<file path="src/rtl/seq_detector_pkg.sv">
// Shared types and width helpers for the multi-pattern sequence detector.
// Used by the interface, the lane sub-module and the top (optional counters: SEQDET_COUNT_EN).
package seq_detector_pkg;

    typedef enum logic [0:0] {
        HUNT   = 1'b0,
        ACTIVE = 1'b1
    } seq_state_e;

    localparam logic [0:0] ST_HUNT   = HUNT;
    localparam logic [0:0] ST_ACTIVE = ACTIVE;

    // Width of cfg_len: must hold 0..PAT_MAX.
    function automatic int len_w(input int pat_max);
        return $clog2(pat_max + 32'sd1);
    endfunction

    // Width of cfg_sel, never narrower than one bit.
    function automatic int sel_w(input int num_pat);
        return (num_pat > 32'sd1) ? $clog2(num_pat) : 32'sd1;
    endfunction

    // Fill counter saturates at PAT_MAX, so it shares the length width.
    function automatic int fill_w(input int pat_max);
        return $clog2(pat_max + 32'sd1);
    endfunction

endpackage

</file>
<file path="src/rtl/seq_detector_multi_if.sv">
// Symbol/config/result bundle of seq_detector_multi; cnt_clr and match_cnt
// exist only when SEQDET_COUNT_EN is defined.
interface seq_detector_multi_if
    import seq_detector_pkg::*;
#(
    parameter int SYM_W   = 2,
    parameter int PAT_MAX = 4,
    parameter int NUM_PAT = 2,
    parameter int CNT_W   = 8
) ();
    localparam int LEN_W = len_w(PAT_MAX);
    localparam int SEL_W = sel_w(NUM_PAT);

    logic                       in_valid;
    logic [SYM_W-1:0]           in_sym;
    logic                       cfg_we;
    logic [SEL_W-1:0]           cfg_sel;
    logic [PAT_MAX*SYM_W-1:0]   cfg_pat;
    logic [LEN_W-1:0]           cfg_len;
    logic                       cfg_ovl;
    logic                       active;
    logic [NUM_PAT-1:0]         match;
`ifdef SEQDET_COUNT_EN
    logic                       cnt_clr;
    logic [NUM_PAT*CNT_W-1:0]   match_cnt;

    modport master (
        output in_valid, in_sym, cfg_we, cfg_sel, cfg_pat, cfg_len, cfg_ovl, cnt_clr,
        input  active, match, match_cnt
    );
    modport slave (
        input  in_valid, in_sym, cfg_we, cfg_sel, cfg_pat, cfg_len, cfg_ovl, cnt_clr,
        output active, match, match_cnt
    );
`else
    modport master (
        output in_valid, in_sym, cfg_we, cfg_sel, cfg_pat, cfg_len, cfg_ovl,
        input  active, match
    );
    modport slave (
        input  in_valid, in_sym, cfg_we, cfg_sel, cfg_pat, cfg_len, cfg_ovl,
        output active, match
    );
`endif

endinterface

</file>
<file path="src/rtl/seq_detector_lane.sv">
// One pattern lane: config registers, fill counter, compare, match pulse and
// (with SEQDET_COUNT_EN) a saturating match counter.
module seq_detector_lane
    import seq_detector_pkg::*;
#(
    parameter int SYM_W   = 2,
    parameter int PAT_MAX = 4,
    parameter int CNT_W   = 8,
    localparam int LEN_W  = len_w(PAT_MAX),
    localparam int FILL_W = fill_w(PAT_MAX)
) (
    input  logic                     clk,
    input  logic                     rst_n,
    input  logic                     data_acc,
    input  logic                     flush,
    input  logic [PAT_MAX*SYM_W-1:0] hist_nxt,
    input  logic                     cfg_we,
    input  logic [PAT_MAX*SYM_W-1:0] cfg_pat,
    input  logic [LEN_W-1:0]         cfg_len,
    input  logic                     cfg_ovl,
`ifdef SEQDET_COUNT_EN
    input  logic                     cnt_clr,
    output logic [CNT_W-1:0]         match_cnt,
`endif
    output logic                     match
);
    localparam logic [FILL_W-1:0] PAT_MAX_F = FILL_W'(PAT_MAX);
    localparam logic [LEN_W-1:0]  PAT_MAX_L = LEN_W'(PAT_MAX);
    localparam logic [FILL_W-1:0] ONE_F     = FILL_W'(32'd1);

    logic [PAT_MAX*SYM_W-1:0] pat_r;
    logic [LEN_W-1:0]         len_r;
    logic                     ovl_r;
    logic [FILL_W-1:0]        fill_r;
    logic                     match_r;
    logic [FILL_W-1:0]        fill_inc_s;
    logic [LEN_W-1:0]         len_clamp_s;
    logic                     eq_s;
    logic                     hit_s;

    // Saturating fill increment and clamped length for a config write.
    always_comb begin
        fill_inc_s  = fill_r;
        len_clamp_s = cfg_len;
        if (fill_r >= PAT_MAX_F) begin
            fill_inc_s = PAT_MAX_F;
        end else begin
            fill_inc_s = fill_r + ONE_F;
        end
        if (cfg_len > PAT_MAX_L) begin
            len_clamp_s = PAT_MAX_L;
        end else begin
            len_clamp_s = cfg_len;
        end
    end

    // Newest history symbol lines up with the last pattern symbol.
    always_comb begin
        eq_s = 1'b1;
        for (int i = 0; i < PAT_MAX; i++) begin
            if (i < int'(len_r)) begin
                if (hist_nxt[i*SYM_W +: SYM_W] != pat_r[(int'(len_r) - 32'sd1 - i)*SYM_W +: SYM_W]) begin
                    eq_s = 1'b0;
                end else begin
                    eq_s = eq_s;
                end
            end else begin
                eq_s = eq_s;
            end
        end
        hit_s = data_acc && (len_r != {LEN_W{1'b0}}) && (FILL_W'(len_r) <= fill_inc_s) && eq_s;
    end

    // Config, fill and match state; the accepted symbol is judged on the old config.
    always_ff @(posedge clk) begin
        if (!rst_n) begin
            pat_r   <= {(PAT_MAX*SYM_W){1'b0}};
            len_r   <= {LEN_W{1'b0}};
            ovl_r   <= 1'b0;
            fill_r  <= {FILL_W{1'b0}};
            match_r <= 1'b0;
        end else begin
            match_r <= hit_s;
            if (cfg_we) begin
                pat_r  <= cfg_pat;
                len_r  <= len_clamp_s;
                ovl_r  <= cfg_ovl;
                fill_r <= {FILL_W{1'b0}};
            end else if (flush) begin
                fill_r <= {FILL_W{1'b0}};
            end else if (data_acc && (len_r != {LEN_W{1'b0}})) begin
                if (hit_s && !ovl_r) begin
                    fill_r <= {FILL_W{1'b0}};
                end else begin
                    fill_r <= fill_inc_s;
                end
            end else begin
                fill_r <= fill_r;
            end
        end
    end

    assign match = match_r;

`ifdef SEQDET_COUNT_EN
    localparam logic [CNT_W-1:0] CNT_MAX = {CNT_W{1'b1}};
    localparam logic [CNT_W-1:0] CNT_ONE = CNT_W'(32'd1);

    logic [CNT_W-1:0] cnt_r;

    // Saturating match counter; a clear beats a same-edge increment.
    always_ff @(posedge clk) begin
        if (!rst_n) begin
            cnt_r <= {CNT_W{1'b0}};
        end else if (cnt_clr) begin
            cnt_r <= {CNT_W{1'b0}};
        end else if (hit_s && (cnt_r != CNT_MAX)) begin
            cnt_r <= cnt_r + CNT_ONE;
        end else begin
            cnt_r <= cnt_r;
        end
    end

    assign match_cnt = cnt_r;
`endif

endmodule

</file>
<file path="src/rtl/seq_detector_multi.sv">
// Multi-pattern symbol sequence detector: hunt/lock FSM, shared history and
// NUM_PAT lanes. Optional per-lane match counters with SEQDET_COUNT_EN.
module seq_detector_multi
    import seq_detector_pkg::*;
#(
    parameter int SYM_W     = 2,
    parameter int PAT_MAX   = 4,
    parameter int NUM_PAT   = 2,
    parameter int SYNC_SYM  = 2,
    parameter int ABORT_SYM = 3,
    parameter int CNT_W     = 8,
    localparam int SEL_W    = sel_w(NUM_PAT),
    localparam int HIST_W   = (PAT_MAX - 1) * SYM_W
) (
    input  logic            clk,
    input  logic            rst_n,
    seq_detector_multi_if.slave bus
);
    localparam logic [SYM_W-1:0] SYNC_V  = SYM_W'(SYNC_SYM);
    localparam logic [SYM_W-1:0] ABORT_V = SYM_W'(ABORT_SYM);

    logic [0:0]               state_r;
    // Only PAT_MAX-1 older symbols are stored; the incoming one completes the window.
    logic [HIST_W-1:0]        hist_r;
    logic [PAT_MAX*SYM_W-1:0] hist_nxt_s;
    logic                     sync_s;
    logic                     abort_s;
    logic                     data_acc_s;
    logic [NUM_PAT-1:0]       match_s;

    // Classify the incoming symbol against the current FSM state.
    always_comb begin
        sync_s     = bus.in_valid && (state_r == ST_HUNT)   && (bus.in_sym == SYNC_V);
        abort_s    = bus.in_valid && (state_r == ST_ACTIVE) && (bus.in_sym == ABORT_V);
        data_acc_s = bus.in_valid && (state_r == ST_ACTIVE) && (bus.in_sym != ABORT_V);
        hist_nxt_s = {hist_r, bus.in_sym};
    end

    // Hunt/lock state machine.
    always_ff @(posedge clk) begin
        if (!rst_n) begin
            state_r <= ST_HUNT;
        end else begin
            case (state_r)
                ST_HUNT: begin
                    if (sync_s) begin
                        state_r <= ST_ACTIVE;
                    end else begin
                        state_r <= ST_HUNT;
                    end
                end
                ST_ACTIVE: begin
                    if (abort_s) begin
                        state_r <= ST_HUNT;
                    end else begin
                        state_r <= ST_ACTIVE;
                    end
                end
                default: state_r <= ST_HUNT;
            endcase
        end
    end

    // Shared history: shifts on data symbols, wiped on abort.
    always_ff @(posedge clk) begin
        if (!rst_n) begin
            hist_r <= {HIST_W{1'b0}};
        end else if (abort_s) begin
            hist_r <= {HIST_W{1'b0}};
        end else if (data_acc_s) begin
            hist_r <= hist_nxt_s[HIST_W-1:0];
        end else begin
            hist_r <= hist_r;
        end
    end

    assign bus.active = (state_r == ST_ACTIVE);
    assign bus.match  = match_s;

`ifdef SEQDET_COUNT_EN
    logic [NUM_PAT*CNT_W-1:0] cnt_s;
    assign bus.match_cnt = cnt_s;
`endif

    for (genvar p = 0; p < NUM_PAT; p++) begin : g_lane
        logic lane_we_s;
        assign lane_we_s = bus.cfg_we && (bus.cfg_sel == SEL_W'(p));

        seq_detector_lane #(
            .SYM_W   (SYM_W),
            .PAT_MAX (PAT_MAX),
            .CNT_W   (CNT_W)
        ) u_lane (
            .clk       (clk),
            .rst_n     (rst_n),
            .data_acc  (data_acc_s),
            .flush     (abort_s),
            .hist_nxt  (hist_nxt_s),
            .cfg_we    (lane_we_s),
            .cfg_pat   (bus.cfg_pat),
            .cfg_len   (bus.cfg_len),
            .cfg_ovl   (bus.cfg_ovl),
`ifdef SEQDET_COUNT_EN
            .cnt_clr   (bus.cnt_clr),
            .match_cnt (cnt_s[p*CNT_W +: CNT_W]),
`endif
            .match     (match_s[p])
        );
    end

endmodule

</file>
<file path="src/flat_wrapper.sv">
// flat-port wrapper written by rule: the top's interface ports become plain ports
module seq_detector_multi_flat import seq_detector_pkg::*;
#(
    parameter int SYM_W     = 2,
    parameter int PAT_MAX   = 4,
    parameter int NUM_PAT   = 2,
    parameter int SYNC_SYM  = 2,
    parameter int ABORT_SYM = 3,
    parameter int CNT_W     = 8,
    localparam int SEL_W    = sel_w(NUM_PAT),
    localparam int HIST_W   = (PAT_MAX - 1) * SYM_W
)
  (clk, rst_n, bus_in_valid, bus_in_sym, bus_cfg_we, bus_cfg_sel, bus_cfg_pat, bus_cfg_len, bus_cfg_ovl, bus_active, bus_match);
  seq_detector_multi_if #(.SYM_W(SYM_W), .PAT_MAX(PAT_MAX), .NUM_PAT(NUM_PAT), .CNT_W(CNT_W)) bus_i ();
  input  logic clk;
  input  logic rst_n;
  input wire logic [$bits(bus_i.in_valid)-1:0] bus_in_valid;
  input wire logic [$bits(bus_i.in_sym)-1:0] bus_in_sym;
  input wire logic [$bits(bus_i.cfg_we)-1:0] bus_cfg_we;
  input wire logic [$bits(bus_i.cfg_sel)-1:0] bus_cfg_sel;
  input wire logic [$bits(bus_i.cfg_pat)-1:0] bus_cfg_pat;
  input wire logic [$bits(bus_i.cfg_len)-1:0] bus_cfg_len;
  input wire logic [$bits(bus_i.cfg_ovl)-1:0] bus_cfg_ovl;
  output wire logic [$bits(bus_i.active)-1:0] bus_active;
  output wire logic [$bits(bus_i.match)-1:0] bus_match;
  assign bus_i.in_valid = bus_in_valid;
  assign bus_i.in_sym = bus_in_sym;
  assign bus_i.cfg_we = bus_cfg_we;
  assign bus_i.cfg_sel = bus_cfg_sel;
  assign bus_i.cfg_pat = bus_cfg_pat;
  assign bus_i.cfg_len = bus_cfg_len;
  assign bus_i.cfg_ovl = bus_cfg_ovl;
  assign bus_active = bus_i.active;
  assign bus_match = bus_i.match;
  seq_detector_multi #(.SYM_W(SYM_W), .PAT_MAX(PAT_MAX), .NUM_PAT(NUM_PAT), .SYNC_SYM(SYNC_SYM), .ABORT_SYM(ABORT_SYM), .CNT_W(CNT_W)) u_core (.clk(clk), .rst_n(rst_n), .bus(bus_i));
endmodule
</file>
<file path="config.mk">
export PLATFORM = sky130hd
export DESIGN_NAME = seq_detector_multi_flat
export DESIGN_NICKNAME = d
export VERILOG_FILES = /design/src/rtl/seq_detector_pkg.sv /design/src/rtl/seq_detector_multi_if.sv /design/src/rtl/seq_detector_lane.sv /design/src/rtl/seq_detector_multi.sv /design/src/flat_wrapper.sv
export SDC_FILE = /design/constraint.sdc
export NUM_CORES = 1
export LEC_CHECK = 0
export CORE_ASPECT_RATIO = 0.75
export CORE_MARGIN = 5
export CORE_UTILIZATION = 45
export DETAILED_ROUTE_END_ITERATION = 12
export PLACE_DENSITY = 0.72
export SYNTH_ARGS = -nofsm -noshare
export SYNTH_HDL_FRONTEND = slang
export SYNTH_HIERARCHICAL = 1
export SYNTH_SLANG_ARGS = --single-unit
</file>
<file path="constraint.sdc">
create_clock -name clk -period 7.75 [get_ports clk]
set_input_delay 1.55 -clock clk [delete_from_list [all_inputs] [get_ports clk]]
set_output_delay 1.55 -clock clk [all_outputs]
set_load 0.03 [all_outputs]
</file>
# After elaboration in Yosys (flattened, before gate mapping)
# Cells that the tools add are included.
[totals]
reg_bits = 39
output_inout_bits = 3
elab_cells = 103
[classes]
eq_ne = 11
n_mux = 24
n_bitwise = 3
n_shift = 8
n_addsub = 10
reduce_logical = 22
n_lt_le_gt_ge = 13
[ops]
columns = ["op", "n"]
rows = [
  ["indexed part select 8 x 32 -> 2 bit", 4],
  ["subtractor 4 x 3 -> 5 bit (second input constant)", 4],
  ["2-to-1 mux 1 bit", 18],
  ["inequality test 2 bit", 8],
  ["indexed part select 8 x 5 -> 2 bit", 2],
  ["indexed part select 8 x 6 -> 2 bit", 2],
  ["logical AND 1 bit", 15],
  ["2-to-1 mux 3 bit", 5],
  ["< comparator 1 x 3 -> 1 bit (first input constant)", 4],
  ["< comparator 2 x 3 -> 1 bit (first input constant)", 4],
  ["subtractor 4 x 2 -> 5 bit (second input constant)", 2],
  ["subtractor 3 x 1 -> 4 bit (second input constant)", 2],
  ["adder 3 x 1 -> 3 bit (second input constant)", 2],
  ["greater-or-equal comparator 3 bit (second input constant)", 2],
  ["less-or-equal comparator 3 bit", 2],
  ["nonzero test 3 bit", 2],
  ["OR reduction 3 bit", 2],
  ["== test 2 bit (second input constant)", 2],
  ["greater-than comparator 3 bit (second input constant)", 1],
  ["inverter 1 bit", 3],
  ["logical NOT 1 bit", 2],
  ["inequality test 2 bit (second input constant)", 1],
  ["one-hot mux 1 bit (2 select lines)", 1],
  ["OR reduction 2 bit", 1],
]

# Longest topological paths before layout
# Gate-level depths: netlist of run 1.
[depth]
word_depth = 14
depth_mapped = 13
ltp_nobuf = 11

# Hierarchy
# The synthesis of run 1 kept the hierarchy.
[by_module_without_submodules]
columns = ["mod", "seq_area_each_um2", "instances", "area_per_inst_um2", "cells_per_inst"]
rows = [
  ["seq_detector_lane at u_core.g_lane[0].u_lane", 320.3, 1, 1406.3, 166],
  ["seq_detector_lane at u_core.g_lane[1].u_lane", 320.3, 1, 1363.8, 146],
  ["seq_detector_multi", 140.1, 1, 342.8, 37],
]

# Least setup slack after synthesis of run 1
# No wires, ideal clock.
[synth_timing]
kind = "register to register"
from = "register u_core.g_lane[0].u_lane.len_r[0]"
to = "register u_core.g_lane[0].u_lane.fill_r[0]"
setup_slack_ns = 4.835
setup_ns = 0.096
t_required_ns = 7.654
stages_incl_launch_ff = 14
arrival_time_ns = 2.819
synth_period_minus_slack_ns = 2.915
path_cell_list = "dfxtp_1 -> buf_2 -> inv_2 -> ha_1 -> buf_6 -> inv_1 -> ha_1 -> nand2b_1 -> xnor2_1 -> o21a_1 -> or4_4 -> nand4_2 -> nor4_4 -> o41ai_2"
[synth_between]
elab_chain_cells = 14
elab_cells_between_ends = 31
classes_between = "add/sub (4); order compare (5); eq/ne (4); shift (4); mux (9); reduce/logical (5)"
[synth_rtl]
columns = ["element", "line", "source"]
rows = [
  ["from (decl)", "seq_detector_lane.sv:32", "logic [LEN_W-1:0] len_r;"],
  ["from (signal assigned)", "seq_detector_lane.sv:78", "len_r <= {LEN_W{1'b0}};"],
  ["from (signal assigned)", "seq_detector_lane.sv:86", "len_r <= len_clamp_s;"],
  ["branches (longest 14 deep; another with subtractor 4 x 2 -> 5 bit)", "-", ""],
  ["to (signal assigned)", "seq_detector_lane.sv:90", "fill_r <= {FILL_W{1'b0}};"],
  ["to (signal assigned)", "seq_detector_lane.sv:93", "fill_r <= {FILL_W{1'b0}};"],
  ["to (signal assigned)", "seq_detector_lane.sv:95", "fill_r <= fill_inc_s;"],
  ["to (decl)", "seq_detector_lane.sv:34", "logic [FILL_W-1:0] fill_r;"],
]
# Several ways; the timed one is not identified.
# A chain may end at the register's enable or synchronous reset.

# Worst setup path in the final report of run 1
# Ends and elaborated chain as after synthesis.

==> summary.md, run 1 <==
| Metric | Value |
|---|---|
| Hold Crit Depth | 2 |
| Diode count | 0 |
| Fin crit period | 3.78 ns |
| Post-Syn Nets | 393 |
| Sequential area share after synthesis | 25.1% |
| Max VDD drop | 84.5 µV |
| IO Port Bufs | 21 |
| DRC | 0 |
| DRT antenna net count | 0 |
| Area grow syn2layout | 10.1% |
| Largest net degree at the start of global routing | 29 |
| DR top layer | met4 |
| Post-synthesis cell count | 349 |
| Max-capacitance violation count | 0 |
| Leak pwr | 1.21 nW |
| Most frequent CP cell | ha_1 |
| Core Rows | 26 |
| First-pass GRT wire length | 12700 µm |
| Max Fclk | 0.265 GHz |
| Synth area leaders | dfxtp_1 25%, ha_1 10%, mux2i_1 9.0% |
| Die height | 82.0 µm |
| Worst-case hold path end point | u_core/g_lane[0].u_lane/fill_r[1]$_SDFFE_PP0P_ |
| Clock Tree Root | clkbuf_8 |
| Post-route cell area | 3430 µm² |
| Hold Violations, Final | 0 |
| Synth Area per Inst | 8.92 µm² |
| Post-CTS sizing | 0 |
| TritonCTS clock tree | done |
| Slew HR | 34.0% |
| Clock Path Buffers | 2 |
| DRT Pass-1 Iters | 4 |
| Worst hold start | u_core/g_lane[0].u_lane/fill_r[1]$_SDFFE_PP0P_ |
| Clock skew | 0.00779 ns |
| Die Width | 106 µm |
| Placeable Area | 6770 µm² |
| Area leader, netlist | dfxtp_1 |
| Worst path cell trace | inv_2, ha_1, inv_1, ha_1, nor3_1, o21ai_1, a221oi_1, mux2_2, nand4_2, nor4_4, o41ai_2 |
| Tot GR Track Use | 18.5% |
| Die footprint | 8700 µm² |
| Worst reg2reg path startpoint | u_core/g_lane[0].u_lane/len_r[0]$_SDFFE_PN0P_ |
| Synth unique cells | 64 |
| Setup bufs post-CTS | 0 |
| R2R cell count | 11 |
| Data required, critical path | 7.95 ns |
| Flop-to-flop setup slack | 3.97 ns |
| Routed WL | 7670 µm |
| Seq cells post-synth | 39 |
| Tot Pwr | 0.448 mW |
| Top_reg_cell synth | dfxtp_1 |
| Yosys top cell area share | 25.1% |
| Final worst path period share | 48.7% |
| Gp weighted congestion | 0.891 |
| Met2 WL | 3250 µm |
| Least-Margin Pin Slew | 0.988 ns |
| Slowest cell on the critical path | dfxtp_1 |
| Status | finished clean |
| Final #Nets | 407 |
| Initial Util | 46.0% |
| DPL Wire Length | 5780 µm |
| Global route total overflow | 0 |
| TritonCTS buffer count | 5 |
| RR Endpoint | u_core/g_lane[0].u_lane/fill_r[0]$_SDFFE_PP0P_ |
| DR vias | 2684 |
| Clk pin slew, worst setup/hold paths | 0.08 ns |
| Post-layout util | 50.6% |
| H-tree levels | 2 |
| # setup viols final | 0 |
| Fin cells | 448 |
| Slowest cell delay on critical path | 0.81 ns |
| Max-slew violation count | 0 |
| Critical Path Start Type | flip-flop |
| RSZ-0062 raised after global routing | false |
| Yosys warnings | 8 |
| WL per Instance | 17.1 µm |
| Worst-skew pair later-pin latency | 0.30 ns |
| Share of cells above drive strength 1 | 8.52% |
| Number of global-route vias before repair | 2505 |
| Final setup TNS | 0 ns |
| Vias/cell | 5.99 |
| # clock sinks | 39 |
| Placed insts | 440 |
| CP endpoint kind | flip-flop |
| Hold crit path type | reg -> reg |
| Initial antenna violation count | 0 |
| Post-synthesis cell area | 3110 µm² |
| CP Max Fanout | 22 |
| Async S/R FF share, synth | 0% |
| Placed Area | 3350 µm² |
| CTS Hold Bufs | 0 |
| WL met3 | 627 µm |
| Wl on met1 | 3730 µm |
| IO Pins | 22 |
| Pwr dens | 131 nW/µm² |
| Worst endpoint data arrival time | 3.98 ns |
| Post-synth EDFFs | 0 |
| DRT iter0 DRCs | 255 |
| Crit path kind | reg -> reg |
## routing by layer
| layer | up-vias | GRT usage, % |
|---|---|---|
| met5 | - | 0 |
| met4 | 0 | 4.27 |
| met3 | 9 | 4.01 |
| met2 | 105 | 28.9 |
| met1 | 1260 | 26.0 |
| li1 | 1310 | - |
## report_power, final
group          switching [mW]  leakage (nW)  internal [mW]
Combinational          0.0495         0.851         0.0451
Sequential            0.00996         0.317          0.206
Clock                  0.0736        0.0422         0.0633
Total                   0.133          1.21          0.315
## metrics by stage
stage	setup WS (ns)	hold WS, ns
final	3.97	0.503
after global placement	4.03	0.469
after global routing	3.68	0.542
after detailed placement	3.93	0.492
after CTS	4.00	0.504
after floorplan	4.84	0.452
## worst max path at each step
stage / start / end / cells after the start
floorplan: u_core/g_lane[0].u_lane/len_r[0]$_SDFFE_PN0P_ / u_core/g_lane[0].u_lane/fill_r[0]$_SDFFE_PP0P_ / 13
global placement: bus_in_valid / u_core/g_lane[1].u_lane/match$_SDFF_PN0_ / 8
detailed placement: bus_in_sym[1] / u_core/g_lane[1].u_lane/fill_r[1]$_SDFFE_PP0P_ / 8
CTS: u_core/g_lane[0].u_lane/len_r[0]$_SDFFE_PN0P_ / u_core/g_lane[0].u_lane/fill_r[0]$_SDFFE_PP0P_ / 11
global route: u_core/g_lane[0].u_lane/len_r[0]$_SDFFE_PN0P_ / u_core/g_lane[0].u_lane/fill_r[0]$_SDFFE_PP0P_ / 11
finish: u_core/g_lane[0].u_lane/len_r[0]$_SDFFE_PN0P_ / u_core/g_lane[0].u_lane/fill_r[0]$_SDFFE_PP0P_ / 11
## cells in the mapped netlist (all sizes together) (7+ instances only)
master,n
o21a,8
mux4,9
nor2,29
nand2b,9
dfxtp,39
inv,19
nand2,25
nand3,8
o21ai,17
ha,25
a21oi,7
buf,12
o22ai,7
nor2b,18
mux2i,28
## worst max-delay path: cells and delay by family (launching register included)
| family | cells | cell delay (ns) |
|---|---|---|
| buf+inv | 2 | 0.35 |
| mux | 1 | 0.39 |
| simple gates | 3 | 0.35 |
| flops | 1 | 0.81 |
| fa+ha+maj | 2 | 1.03 |
| compound gates | 3 | 0.76 |
## flip-flops by register name, summed over array words and instances (netlist names)
signal,cells
u_core/g_lane.u_lane/len_r,6
u_core/g_lane.u_lane/ovl_r,2
u_core/g_lane.u_lane/fill_r,6
u_core/g_lane.u_lane/pat_r,16
u_core/hist_r,6
u_core/bus.active,1
u_core/g_lane.u_lane/match,2
## logic make-up after synthesis
logic type / after synthesis / share of synthesized area (%)
compound gates: 76 / 17.5
flops: 39 / 25.1
mux: 42 / 17.7
simple gates: 126 / 22.5
xor+xnor: 7 / 1.97
buf+inv: 34 / 5.18
fa+ha+maj: 25 / 10.0
## placed cells by master, fill, tap and decap left out, types with 4 or more instances in the layout
cell type	netlist	final
dfxtp_1	39	39
nor2_1	29	29
mux2i_1	28	28
nand2_1	25	25
ha_1	25	25
clkdlybuf4s50_1	0	21
nor2b_1	18	18
inv_1	18	18
o21ai_0	16	16
o21a_1	8	8
nand2b_1	8	8
nand3_1	8	8
o22ai_1	7	7
mux4_2	6	6
a31oi_1	6	6
a21oi_1	6	6
nor3_1	6	6
clkbuf_8	0	5
mux2_2	5	5
and2_1	4	4
nand4_1	4	4
a21boi_0	4	4
xnor2_1	4	4
a221oi_1	4	4
o211ai_1	4	4
## cell type report
| type | count | area (µm²) |
|---|---|---|
| multi-input cells | 276 | 2170 |
| well taps | 84 | 105 |
| clock inverters | 1 | 5.00 |
| fillers | 645 | 3340 |
| repair buffers | 22 | 218 |
| flip-flops and latches | 39 | 781 |
| clock buffers | 7 | 76.3 |
| inverters | 19 | 71.3 |
No activity file was read; power rests on OpenSTA's default activity.
==> run 2: changes to the inputs <==
- clock period: 7.75 -> 3.52 ns (I/O delays scaled with it)
==> run 2 against run 1 <==
  * Via count down 2.2%
  * Largest cell class unchanged
  * Global-route usage down 0.53 points
  * Cell count up 1.1%
  * Register-to-register slack worse by 3.7 ns
  * Count of clock-buffer cells in the layout down 1
  * Critical path type unchanged
  * Clock power rose to 2.9 times the previous value
  * Total power up 140%
  * First-iteration DRC count down 11%
  * Maximum frequency up 16%
  * Critical endpoint unchanged
==> summary.md, run 2 (synthesis gave the netlist of run 1 again) <==
| Metric | Value |
|---|---|
| WL per Instance | 16.5 µm (-3.6%) |
| CP Max Fanout | 10 (-55%) |
| Slew HR | 50.5% (+17 points) |
| Setup bufs post-CTS | 0 (unchanged) |
| Commonest cells after routing, fill and taps aside | 39 x dfxtp_1, 29 x nor2_1, 28 x mux2i_1, 25 x nand2_1, 25 x ha_1 |
| Worst-skew pair later-pin latency | 0.30 ns (about the same) |
| DRC | 0 (unchanged) |
| DRT antenna net count | 0 (unchanged) |
| DPL Wire Length | 5760 µm (-0.25%) |
| Int Pwr | 0.786 mW (+150%) |
| RSZ-0062 raised after global routing | false |
| RR Endpoint | u_core/g_lane[0].u_lane/fill_r[0]$_SDFFE_PP0P_ |
| Max-slew violation count | 0 (unchanged) |
| Largest register FFs | 16 (unchanged) |
| H-tree levels | 2 (unchanged) |
| Sequential fraction of design power | 43.5% (-4.8 points) |
| Clock Tree Root | clkbuf_8 |
| IO Pins | 22 (unchanged) |
| Most common cell after layout, fill and taps aside | dfxtp_1 |
| Placeable Area | 6770 µm² (unchanged) |
| Pwr dens | 310 nW/µm² (+140%) |
| Gp weighted congestion | 0.877 (-1.6%) |
| Clock skew | 0.00282 ns (-0.00496 ns) |
| Least-Margin Pin Slew | 0.742 ns (-0.246 ns) |
| Placed insts | 445 (+1.1%) |
| Max-capacitance violation count | 0 (unchanged) |
| Hold Violations, Final | 0 (unchanged) |
| Fin crit period | 3.26 ns (-0.514 ns) |
| Crit path max-delay family | simple AND/OR/NAND/NOR gates |
| Post-CTS sizing | 0 (unchanged) |
| Biggest register | u_core/g_lane.u_lane/pat_r |
| Flop-to-flop setup slack | 0.26 ns (-3.72 ns) |
| Crit path kind | reg -> reg |
| Status | finished clean |
| Data required, critical path | 3.70 ns (-4.25 ns) |
| Number of global-route vias before repair | 2381 (-5.0%) |
| Tot GR Track Use | 17.9% (-0.53 points) |
| Most frequent CP cell | ha_1 |
| Fin cells | 453 (+1.1%) |
| Max Fclk | 0.306 GHz (+16%) |
| Initial antenna violation count | 0 (unchanged) |
| Worst hold start | u_core/g_lane[0].u_lane/fill_r[1]$_SDFFE_PP0P_ |
| Post-layout util | 51.7% (+1.1 points) |
| Final WS setup | 0.256 ns (-3.72 ns) |
| Global route total overflow | 0 (unchanged) |
| Hold Crit Depth | 2 (unchanged) |
| Clk pin slew, worst setup/hold paths | 0.08 ns (about the same) |
| Die height | 82.0 µm (unchanged) |
| # setup viols final | 0 (unchanged) |
| DRT iter0 DRCs | 226 (-11%) |
| DR vias | 2624 (-2.2%) |
| First-pass GRT wire length | 12300 µm (-3.4%) |
| Clock share of power | 36.6% (+6.0 points) |
| Worst reg2reg path startpoint | u_core/g_lane[0].u_lane/len_r[1]$_SDFFE_PN0P_ |
| TritonCTS clock tree | done |
| Worst path cell trace | inv_1, ha_1, ha_1, ha_1, nand2b_1, and3_1, or3_1, o211ai_2, nand4_2, nor4_4, o41ai_2 |
| # clock sinks | 39 (unchanged) |
| Final #Nets | 412 (+1.2%) |
| Clock Path Buffers | 2 (unchanged) |
| Die Width | 106 µm (unchanged) |
| Die footprint | 8700 µm² (unchanged) |
| Routed WL | 7480 µm (-2.5%) |
| Switch Pwr | 0.299 mW (+120%) |
| Hold_ws | 0.483 ns (-0.0202 ns) |
| CTS Hold Bufs | 0 (unchanged) |
| TritonCTS buffer count | 5 (unchanged) |
| Leak pwr | 1.26 nW (+3.7%) |
| Slowest cell on the critical path | dfxtp_1 |
| Critical Path Start Type | flip-flop |
| Final worst path period share | 92.7% (+44 points) |
| Worst-case hold path end point | u_core/g_lane[0].u_lane/fill_r[1]$_SDFFE_PP0P_ |
| Area grow syn2layout | 12.5% |
| WP buf/inv | 1 (-1) |
| Share of cells above drive strength 1 | 10.3% (+1.8 points) |
| DRT Pass-1 Iters | 4 (unchanged) |
| Diode count | 0 (unchanged) |
| Worst endpoint data arrival time | 3.45 ns (-0.53 ns) |
| CP endpoint kind | flip-flop |
| Net Sw Frac | 27.6% (-2.2 points) |
| Max VDD drop | 185 µV (+120%) |
| Slowest cell delay on critical path | 0.53 ns (-0.28 ns) |
| Hold crit path type | reg -> reg |
| Initial Util | 46.0% (unchanged) |
| Combinational share of power | 19.9% (-1.2 points) |
| Vias/cell | 5.79 (-3.3%) |
| Largest net degree at the start of global routing | 22 (-24%) |
| Final setup TNS | 0 ns (unchanged) |
| Core Rows | 26 (unchanged) |
| R2R cell count | 11 (unchanged) |
| Dpl ws | 0.301 ns (-3.63 ns) |
| IO Port Bufs | 21 (unchanged) |
| CP Depth | 11 (unchanged) |
-- run 2: changes by cell type in the layout (fill, tap and decap cells not counted) --
| cell | before | now |
|---|---|---|
| buf_4 | 1 | 6 |
| clkbuf_1 | 2 | 0 |
| bufinv_16 | 0 | 1 |
| clkbuf_8 | 5 | 6 |
-- run 2: through the flow --
step,power (mW),area (µm²)
6_report,1.08,3500
5_1_grt,1.13,3500
4_1_cts,1.09,3500
3_5_place_dp,0.694,3380
3_3_place_gp,0.691,3380
2_1_floorplan,0.631,3110
-- run 2: power groups by stage --
stage | clock network [mW] | registers (mW) | logic [mW]
finish | 0.397 | 0.472 | 0.216
global route | 0.421 | 0.474 | 0.237
CTS | 0.404 | 0.471 | 0.215
detailed placement | 0 | 0.481 | 0.213
global placement | 0 | 0.481 | 0.210
floorplan | 0 | 0.476 | 0.155
-- run 2: routing by layer --
layer,track usage [%],vias up,part of all wire (%)
li1,-,1315,-
met1,27.4,1242,53
met2,25.3,64,40
met3,3.69,3,6.3
met4,4.27,0,0.29
met5,0,-,0
-- run 2: worst register-to-register path, delay by kind of cell, from the launching register on --
family | cells | cell delay [ns]
simple gates | 5 | 1.14
fa+ha+maj | 3 | 0.99
flops | 1 | 0.53
compound gates | 2 | 0.31
buf+inv | 1 | 0.21
-- run 2: worst max path at each step --
stage                                             startpoint                                              to  slack, ns
3_5_place_dp   u_core/g_lane[0].u_lane/len_r[1]$_SDFFE_PN0P_  u_core/g_lane[0].u_lane/fill_r[0]$_SDFFE_PP0P_       0.30
3_3_place_gp                                   bus_in_sym[1]  u_core/g_lane[1].u_lane/fill_r[1]$_SDFFE_PP0P_       0.45
4_1_cts        u_core/g_lane[0].u_lane/len_r[1]$_SDFFE_PN0P_  u_core/g_lane[0].u_lane/fill_r[0]$_SDFFE_PP0P_       0.28
2_1_floorplan  u_core/g_lane[0].u_lane/len_r[0]$_SDFFE_PN0P_  u_core/g_lane[0].u_lane/fill_r[0]$_SDFFE_PP0P_       0.61
6_report       u_core/g_lane[0].u_lane/len_r[1]$_SDFFE_PN0P_  u_core/g_lane[0].u_lane/fill_r[0]$_SDFFE_PP0P_       0.26
5_1_grt        u_core/g_lane[0].u_lane/len_r[1]$_SDFFE_PN0P_  u_core/g_lane[0].u_lane/fill_r[1]$_SDFFE_PP0P_       0.04
-- run 2: layout make-up --
cell class / instances / area, µm²
fill: 638 / 3270
multi-input combinational: 276 / 2170
sequential: 39 / 781
timing repair buffer: 27 / 255
tap: 84 / 105
clock buffer: 6 / 82.6
inverter: 19 / 71.3
clock inverter: 2 / 35.0
==> run 3: changes to the inputs <==
- CORE_UTILIZATION: 45 -> 54
- PLACE_DENSITY: 0.72 -> 0.85
- SETUP_SLACK_MARGIN: unset -> 0.3
- clock period: 3.52 -> 3 ns (I/O delays scaled with it)
==> run 3 against run 2 <==
  * Highest routed layer unchanged
  * Critical path type unchanged
  * Count of clock-buffer cells in the layout fell by 1
  * Die area shrank 15%
  * Combinational power rose by 38%
  * Worst hold slack improved by 0.037 ns
  * Non-clock buffer count is 16 higher
  * Clock skew is 0.0037 ns higher
==> summary.md, run 3 (synthesis gave the netlist of run 1 again) <==
| Metric | Value |
|---|---|
| Initial antenna violation count | 0 (unchanged) |
| Least-Margin Pin Slew | 0.726 ns (-0.0159 ns) |
| Vias/cell | 6.19 (+6.9%) |
| Most common cell after layout, fill and taps aside | dfxtp_1 |
| Initial Util | 54.6% (+8.6 points) |
| Clk pin slew, worst setup/hold paths | 0.08 ns (about the same) |
| CP endpoint kind | flip-flop |
| Critical Path Start Type | flip-flop |
| Crit path kind | reg -> reg |
| IO Pins | 22 (unchanged) |
| Commonest cells after routing, fill and taps aside | 37 x dfxtp_1, 29 x nor2_1, 28 x mux2i_1, 25 x nand2_1, 21 x clkdlybuf4s50_1 |
| Biggest register | u_core/g_lane.u_lane/pat_r |
| Gp weighted congestion | 0.905 (+3.2%) |
| DRC | 0 (unchanged) |
| Worst endpoint data arrival time | 2.94 ns (-0.51 ns) |
| Max Fclk | 0.362 GHz (+18%) |
| DRT iter0 DRCs | 299 (+32%) |
| # clock sinks | 39 (unchanged) |
| First-pass GRT wire length | 12700 µm (+3.6%) |
| DPL Wire Length | 5940 µm (+3.0%) |
| Worst path cell trace | inv_8, ha_4, buf_4, buf_4, buf_4, and2b_2, a211oi_1, a221oi_1, mux2_2, nand4_4, nor4_4, o41ai_2 |
| Status | finished clean |
| Routed WL | 8330 µm (+11%) |
| CP Max Fanout | 9 (-1) |
| TritonCTS buffer count | 5 (unchanged) |
| IO Port Bufs | 21 (unchanged) |
| Final worst path period share | 92.0% (-0.75 points) |
| Placeable Area | 5710 µm² (-16%) |
| Tot Pwr | 1.31 mW (+21%) |
| Largest net degree at the start of global routing | 25 (+14%) |
| Slew HR | 51.6% (+1.1 points) |
| Tot GR Track Use | 21.6% (+3.7 points) |
| Diode count | 0 (unchanged) |
| Die Width | 97.7 µm (-7.9%) |
| TritonCTS clock tree | done |
| Share of cells above drive strength 1 | 19.2% (+8.9 points) |
| Data required, critical path | 3.18 ns (-0.52 ns) |
| Final setup TNS | 0 ns (unchanged) |
| Hold Violations, Final | 0 (unchanged) |
| Fin cells | 463 (+2.2%) |
| Area grow syn2layout | 22.0% |
| Pwr dens | 344 nW/µm² (+11%) |
| Hold crit path type | reg -> reg |
| DRT Pass-1 Iters | 5 (+1) |
| Most frequent CP cell | buf_4 |
| Placed insts | 446 (+0.22%) |
| WL per Instance | 18.0 µm (+9.0%) |
| Die footprint | 7400 µm² (-15%) |
| Final #Nets | 428 (+3.9%) |
| Crit path max-delay family | simple AND/OR/NAND/NOR gates |
| RSZ-0062 raised after global routing | true |
| WP buf/inv | 4 (+3) |
| Clock Tree Root | clkbuf_8 |
| Number of global-route vias before repair | 2606 (+9.4%) |
| DRT antenna net count | 0 (unchanged) |
| Worst-skew pair later-pin latency | 0.30 ns (about the same) |
| CTS Hold Bufs | 0 (unchanged) |
| Max-capacitance violation count | 0 (unchanged) |
| Clock Path Buffers | 2 (unchanged) |
| Largest register FFs | 16 (unchanged) |
| Max VDD drop | 292 µV (+57%) |
| Die height | 75.8 µm (-7.6%) |
| H-tree levels | 2 (unchanged) |
| Clock skew | 0.00649 ns (+0.00366 ns) |
| Fin crit period | 2.76 ns (-0.505 ns) |
| # setup viols final | 0 (unchanged) |
| Leak pwr | 1.37 nW (+8.7%) |
| Slowest cell delay on critical path | 0.44 ns (-0.09 ns) |
| DR vias | 2867 (+9.3%) |
| Global route total overflow | 0 (unchanged) |
| Slowest cell on the critical path | nor4_4 |
| Max-slew violation count | 0 (unchanged) |
| Core Rows | 24 (-7.7%) |
## run 3: tightest hold or removal path, delay by kind of cell, from the launching register on
kind            cells  cell delay [ns]
flops               1             0.32
compound gates      1             0.08
buf+inv             1             0.08
## run 3: per-layer routing
metal  GRT usage (%)  up-vias  share of wire, %
li1                -     1340                 -
met1            29.0     1369                45
met2            36.4      139                45
met3            4.94       19               8.1
met4            4.45        0               1.7
met5               0        -                 0
## run 3: layout make-up
type | count | area (µm²)
Sequential cell | 39 | 786
Clock buffer | 5 | 68.8
Tap cell | 78 | 97.6
Timing Repair Buffer | 43 | 383
Inverter | 19 | 81.3
Clock inverter | 3 | 47.5
Fill cell | 430 | 1910
Multi-Input combinational cell | 276 | 2330
## run 3: final timing paths
kind | startpoint | to | slack (ns) | cells after the start
max reg2reg | u_core/g_lane[0].u_lane/len_r[0]$_SDFFE_PN0P_ | u_core/g_lane[0].u_lane/fill_r[0]$_SDFFE_PP0P_ | 0.24 | 12
max | u_core/g_lane[0].u_lane/len_r[0]$_SDFFE_PN0P_ | u_core/g_lane[0].u_lane/fill_r[0]$_SDFFE_PP0P_ | 0.24 | 12
min | u_core/g_lane[1].u_lane/ovl_r$_SDFFE_PN0P_ | u_core/g_lane[1].u_lane/fill_r[0]$_SDFFE_PP0P_ | 0.52 | 2
min reg2reg | u_core/g_lane[1].u_lane/ovl_r$_SDFFE_PN0P_ | u_core/g_lane[1].u_lane/fill_r[0]$_SDFFE_PP0P_ | 0.52 | 2
## run 3: through the flow
stage / worst slack (ns) / hold WS, ns / util, % / area [µm²]
after floorplan: 0.281 / 0.452 / - / 3140
after global placement: 0.250 / 0.482 / 60.5 / 3450
after detailed placement: 0.253 / 0.489 / 60.5 / 3450
after CTS: 0.298 / 0.510 / 64.3 / 3670
after global routing: 0.147 / 0.559 / 66.6 / 3800
final: 0.240 / 0.520 / 66.6 / 3800
## run 3: where the power goes
| group | internal (mW) | switching, mW |
|---|---|---|
| Clock | 0.252 | 0.204 |
| Combinational | 0.145 | 0.152 |
| Sequential | 0.533 | 0.0222 |
## run 3: timing repair
item	in CTS	in global routing
pin swaps	7	10
endpoints found under the setup margin	7	7
setup buffers	9	0
resized for setup	9	23
cloned	0	0
